==> src/rtl/multu_pkg.sv <==
// Shared definitions for the sequential unsigned multiplier:
// default width, FSM states and the HI/LO read-select encodings.
package multu_pkg;

  localparam int MULTU_WIDTH = 32;

  typedef enum logic [1:0] {
    ST_IDLE     = 2'd0,
    ST_RUN      = 2'd1,
    ST_DONE     = 2'd2,
    ST_WAIT_LOW = 2'd3
  } state_t;

  localparam logic [1:0] HILO_HI = 2'b01;
  localparam logic [1:0] HILO_LO = 2'b10;

endpackage

==> src/rtl/multu_shift_add.sv <==
// One shift-add iteration: conditionally add the multiplicand into the upper
// half of the partial product (keeping the carry), then shift right by one.
module multu_shift_add #(
  parameter int WIDTH = 32
) (
  input  logic [2*WIDTH:0]  i_p,
  input  logic [WIDTH-1:0]  i_mcand,
  output logic [2*WIDTH:0]  o_p
);

  logic [WIDTH:0] w_upper;

  // The carry out of the add lands in the top bit and is shifted back into range.
  assign w_upper = i_p[0] ? ({1'b0, i_p[2*WIDTH-1:WIDTH]} + {1'b0, i_mcand})
                          : i_p[2*WIDTH:WIDTH];

  assign o_p = {1'b0, w_upper, i_p[WIDTH-1:1]};

endmodule

==> src/rtl/multu_seq.sv <==
// Sequential 32-iteration unsigned multiplier with HI/LO product registers
// and a combinational MFHI/MFLO read mux.
module multu_seq
  import multu_pkg::*;
#(
  parameter int WIDTH = MULTU_WIDTH
) (
  input  logic             clk,
  input  logic             rst,
  input  logic             start,
  input  logic [WIDTH-1:0] a,
  input  logic [WIDTH-1:0] b,
  input  logic [1:0]       hilo_sel,
  output logic [WIDTH-1:0] hi,
  output logic [WIDTH-1:0] lo,
  output logic [WIDTH-1:0] rdata,
  output logic             busy,
  output logic             done
);

  localparam int CW = $clog2(WIDTH);

  state_t           r_state;
  state_t           w_next_state;
  logic [2*WIDTH:0] r_p;
  logic [2*WIDTH:0] w_p_step;
  logic [WIDTH-1:0] r_mcand;
  logic [CW-1:0]    r_cnt;
  logic [WIDTH-1:0] r_hi;
  logic [WIDTH-1:0] r_lo;
  logic             w_last;

  multu_shift_add #(.WIDTH(WIDTH)) u_step (
    .i_p     (r_p),
    .i_mcand (r_mcand),
    .o_p     (w_p_step)
  );

  assign w_last = (r_cnt == CW'(WIDTH - 1));

  // NOTE: every signal gets a default before the case so no path leaves it
  // unassigned, which would otherwise infer a latch.
  always_comb begin
    w_next_state = r_state;
    case (r_state)
      ST_IDLE:     if (start)  w_next_state = ST_RUN;
      ST_RUN:      if (w_last) w_next_state = ST_DONE;
      ST_DONE:     w_next_state = start ? ST_WAIT_LOW : ST_IDLE;
      ST_WAIT_LOW: if (!start) w_next_state = ST_IDLE;
      default:     w_next_state = ST_IDLE;
    endcase
  end

  // NOTE: sequential state uses non-blocking assignments so all registers
  // sample their inputs from the same pre-edge values.
  always_ff @(posedge clk or posedge rst) begin
    if (rst) r_state <= ST_IDLE;
    else     r_state <= w_next_state;
  end

  // NOTE: these are a handful of flops rather than a memory array, so clearing
  // them all on reset costs nothing and makes an aborted run leave no trace.
  always_ff @(posedge clk or posedge rst) begin
    if (rst) begin
      r_p     <= '0;
      r_mcand <= '0;
      r_cnt   <= '0;
      r_hi    <= '0;
      r_lo    <= '0;
    end else begin
      case (r_state)
        ST_IDLE: begin
          if (start) begin
            r_mcand <= a;
            r_p     <= {1'b0, {WIDTH{1'b0}}, b};
            r_cnt   <= '0;
          end
        end
        ST_RUN: begin
          r_p   <= w_p_step;
          r_cnt <= r_cnt + 1'b1;
          // HI/LO hold the old product until the final iteration edge.
          if (w_last) {r_hi, r_lo} <= w_p_step[2*WIDTH-1:0];
        end
        default: ;
      endcase
    end
  end

  always_comb begin
    rdata = '0;
    case (hilo_sel)
      HILO_HI: rdata = r_hi;
      HILO_LO: rdata = r_lo;
      default: rdata = '0;
    endcase
  end

  assign hi   = r_hi;
  assign lo   = r_lo;
  assign busy = (r_state == ST_RUN);
  assign done = (r_state == ST_DONE);

endmodule

==> config.mk <==
export PLATFORM = sky130hd
export DESIGN_NAME = multu_seq
export DESIGN_NICKNAME = d
export VERILOG_FILES = /design/src/rtl/multu_pkg.sv /design/src/rtl/multu_shift_add.sv /design/src/rtl/multu_seq.sv
export SDC_FILE = /design/constraint.sdc
export NUM_CORES = 1
export LEC_CHECK = 0
export ABC_AREA = 1
export BUFFER_PORTS_ARGS = -buffer_cell sky130_fd_sc_hd__buf_4
export CORE_ASPECT_RATIO = 1.2
export CORE_MARGIN = 1
export CORE_UTILIZATION = 40
export CTS_CLUSTER_DIAMETER = 120
export DETAILED_ROUTE_END_ITERATION = 10
export GPL_ROUTABILITY_DRIVEN = 0
export PLACE_DENSITY_LB_ADDON = 0.1
export SKIP_CTS_REPAIR_TIMING = 1
export SLEW_MARGIN = 20
export SYNTH_ARGS = -nofsm -noshare
export SYNTH_HDL_FRONTEND = slang
export SYNTH_SLANG_ARGS = --single-unit
==> constraint.sdc <==
create_clock -name clk -period 6.4 [get_ports clk]
set_input_delay 1.28 -clock clk [delete_from_list [all_inputs] [get_ports clk]]
set_output_delay 1.28 -clock clk [all_outputs]
set_load 0.05 [all_outputs]
==> flow_summary_export.csv <==
group,metric,value,unit
clocking,cts.reportedPaths.clkPinSlew,0.07,ns
sta,finalHoldViolCount,0,
min_path,hold_depth,2,
synth,synth_mux_area_share,0,%
global_routing,grt_pass1_vias,8387,
detailed_routing,drc_errors,0,
synth,synth-xor-area-share,1.27,%
sta,tightest_slew,0.934,ns
min_path,hold_start,"r_mcand[23]",
sta,fin_setup_tns,0,ns
clocking,cts.path.max_buffers,2,
floorplanning,ioPinCount,167,
global_routing,grtUsageTotal,23.8,%
synth,synth_area,9680,µm²
sta,setup_viol,0,
setup_path,critPathMaxFanout,32,
clocking,cts-root-buf,"clkbuf_16",
global_routing,grt_util_met1,33.0,%
setup_path,crit_family,"adder cells",
power,leakage,6.34,nW
place,dp_slack,2.11,ns
setup_path,crit_buf_inv,3,
global_routing,antenna_found_initial,0,
setup_path,critPathCaptureType,"output pin",
sta,max_freq,258,MHz
floorplanning,row_count,62,
setup_path,max_stage_delay,0.59,ns
detailed_routing,viasPerCell,4.90,
setup_path,path_cells,"buf_4, inv_1, ha_2, nand2_1, a21oi_1, buf_4",
clocking,cts_buffers,17,
min_path,hold_path.class,"flip-flop to flip-flop",
layout,num-nets-final,1601,
synth,yosys.cell_types.count,37,
layout,final_cell_mix,"556 x nand2_1, 173 x buf_4, 167 x dfrtp_1, 162 x inv_1, 90 x nand3_1",
detailed_routing,wire_per_inst,15.5,µm
global_routing,grt_util_met3,3.71,%
setup_path,r2r_end,"r_p[7]",
floorplanning,die_h,172,µm
sta,rsz0062_at_grt,"false",
synth,synth_seq_cells,167,
global_routing,gr-max-usage-layer,"met2",
detailed_routing,ant_nets,0,
global_routing,grt_pass1_wl,44900,µm
sta,whs,0.488,ns
min_path,holdPathEnd,"r_mcand[23]",
setup_path,ff2ff_path_depth,7,
setup_path,worstReg2RegStart,"r_state[1]",
synth,synth_fa_ha_area_share,4.86,%
setup_path,path_common_cell,"buf_4",
global_routing,gr-total-overflow,0,
power,p_per_area,627,nW/µm²
synth,synth_top_family_by_area,"simple AND/OR/NAND/NOR gates",
synth,ys_seq_area_share,43.2,%
global_routing,met2_usage,38.4,%
setup_path,required,5.12,ns
detailed_routing,vias,8944,
clocking,tritoncts,"built",
detailed_routing,drt-total-wl,28400,µm
setup_path,arrival,2.60,ns
setup_path,path_class,"input pin to output pin",
setup_path,r2r_slack,3.14,ns
layout,final_util,49.3,%
clocking,cts_htree_levels,4,
floorplanning,die_x,144,µm
power,ir_drop,0.256,mV
floorplanning,initial_core_util,40.6,%
layout,areaGrowthSynthToFinish,21.4,%
place,numPortBuffers,166,
power,total_power,7.36,mW
layout,drive_gt1_share,16.5,%
clocking,clock_sinks,167,
setup_path,critPathLaunch,"hilo_sel[1]",
place,hpwl,20800,µm
sta,drv_slew,0,
detailed_routing,drt_first_pass_iters,5,
synth,synth_compound_area_share,10.5,%
synth,yosys.area_share.simple,31.1,%
global_routing,grt_max_degree,102,
sta,skew,0.0128,ns
synth,syn_area_per_cell,7.15,µm²
synth,synth_fp_nets,1460,
floorplanning,die_area,24800,µm²
layout,layout_commonest_cell,"nand2_1",
synth,ys_warn_count,0,
sta,period_minus_slack,3.88,ns
clocking,clkLatencyLatePin,0.44,ns
outcome,outcome,"completed",
sta,setup_ws,2.52,ns
sta,min_period_over_period,60.6,%
detailed_routing,initialDrtViolationCount,601,
sta,slew_headroom,37.7,%
flow_run,cap_violations,0,
layout,n_antenna_cell,0,
layout,fill_cells,2455,
synth,postSynthCellCount,1354,
setup_path,cp_slowest_cell,"ha_2",
setup_path,critPathLaunchType,"input pin",
floorplanning,coreArea,23800,µm²
==> state kept, by name, indices dropped and copies added (netlist names) <==
name and count:
r_mcand 32, lo 32, r_cnt 5, r_state 2, r_p 64, hi 32
==> metal layers <==
layer / part of all wire, % / vias up
li1: - / 4553
met1: 48 / 4145
met2: 47 / 218
met3: 4.3 / 28
met4: 1.5 / 0
met5: 0 / -
==> worst reg2reg max path: cells and delay by family (launching register included) <==
| kind | cells | cell delay, ns |
|---|---|---|
| buffers and inverters | 4 | 1.44 |
| AOI/OAI and AO/OA | 1 | 0.35 |
| and+or+nand+nor | 2 | 0.95 |
| DFF | 1 | 0.41 |
==> synth_stat cells <==
master / n / share of area [%]
nor2_1: 39 / 1.5
nand2_2: 6 / 0.39
nand3_2: 6 / 0.62
buf_1: 3 / 0.12
inv_1: 164 / 6.4
a21oi_1: 54 / 2.8
and2_1: 3 / 0.19
o21ai_0: 59 / 3.1
a22oi_1: 23 / 1.8
inv_2: 4 / 0.16
buf_4: 4 / 0.31
o221ai_1: 1 / 0.091
nand2_1: 557 / 22
ha_1: 36 / 4.7
xnor2_1: 8 / 0.72
nand4_1: 3 / 0.19
nor3_2: 1 / 0.10
dfrtp_1: 167 / 43
o21bai_1: 3 / 0.23
fa_1: 1 / 0.21
clkbuf_1: 19 / 0.74
clkbuf_2: 1 / 0.052
nand3_1: 90 / 4.7
nor2_4: 1 / 0.12
clkinv_1: 3 / 0.12
xor2_1: 6 / 0.54
or2_2: 16 / 1.0
a21o_1: 1 / 0.078
nor3_1: 3 / 0.16
o211ai_1: 9 / 0.70
nor2_2: 6 / 0.39
o22ai_1: 8 / 0.52
nor4_1: 1 / 0.065
nor3b_1: 1 / 0.078
buf_2: 25 / 1.3
a22o_1: 2 / 0.18
o21ai_1: 20 / 1.0
==> per-stage QoR <==
| stage | std cells | cell area [µm²] |
|---|---|---|
| 2_1_floorplan | 1354 | 9680 |
| 3_5_place_dp | 1796 | 11200 |
| 4_1_cts | 1827 | 11700 |
| 3_3_place_gp | 1795 | 11100 |
| 5_1_grt | 1827 | 11700 |
| 6_report | 1827 | 11700 |
==> power by group <==
part           switching [mW]  internal, mW
sequential              0.409          1.55
combinational            2.94          1.42
clock                   0.476         0.556
==> kinds of logic after synthesis <==
| group | count (synthesis) |
|---|---|
| xor gates and xnor gates | 14 |
| DFF | 167 |
| AOI/OAI and AO/OA | 180 |
| adders and majority gates | 37 |
| buffers and inverters | 223 |
| and+or+nand+nor | 733 |
==> layout make-up <==
type                    instances  area (µm²)  area share, %
clock buffers                  18         439           3.74
inverters                     171         647           5.51
clock inverters                13         139           1.18
repair buffers                174        1310           11.2
well taps                     320         400           3.41
flip-flops and latches        167        4180           35.6
multi-input cells             964        4630           39.4
==> how the worst max path moves through the flow <==
stage	end	depth (start not counted)	slack (ns)
floorplan	hi[0]	1	0.60
global placement	rdata[20]	6	2.16
detailed placement	rdata[20]	6	2.11
CTS	rdata[20]	6	2.11
global route	rdata[28]	6	2.39
finish	rdata[20]	6	2.52
(Power assumes the default switching activity.)
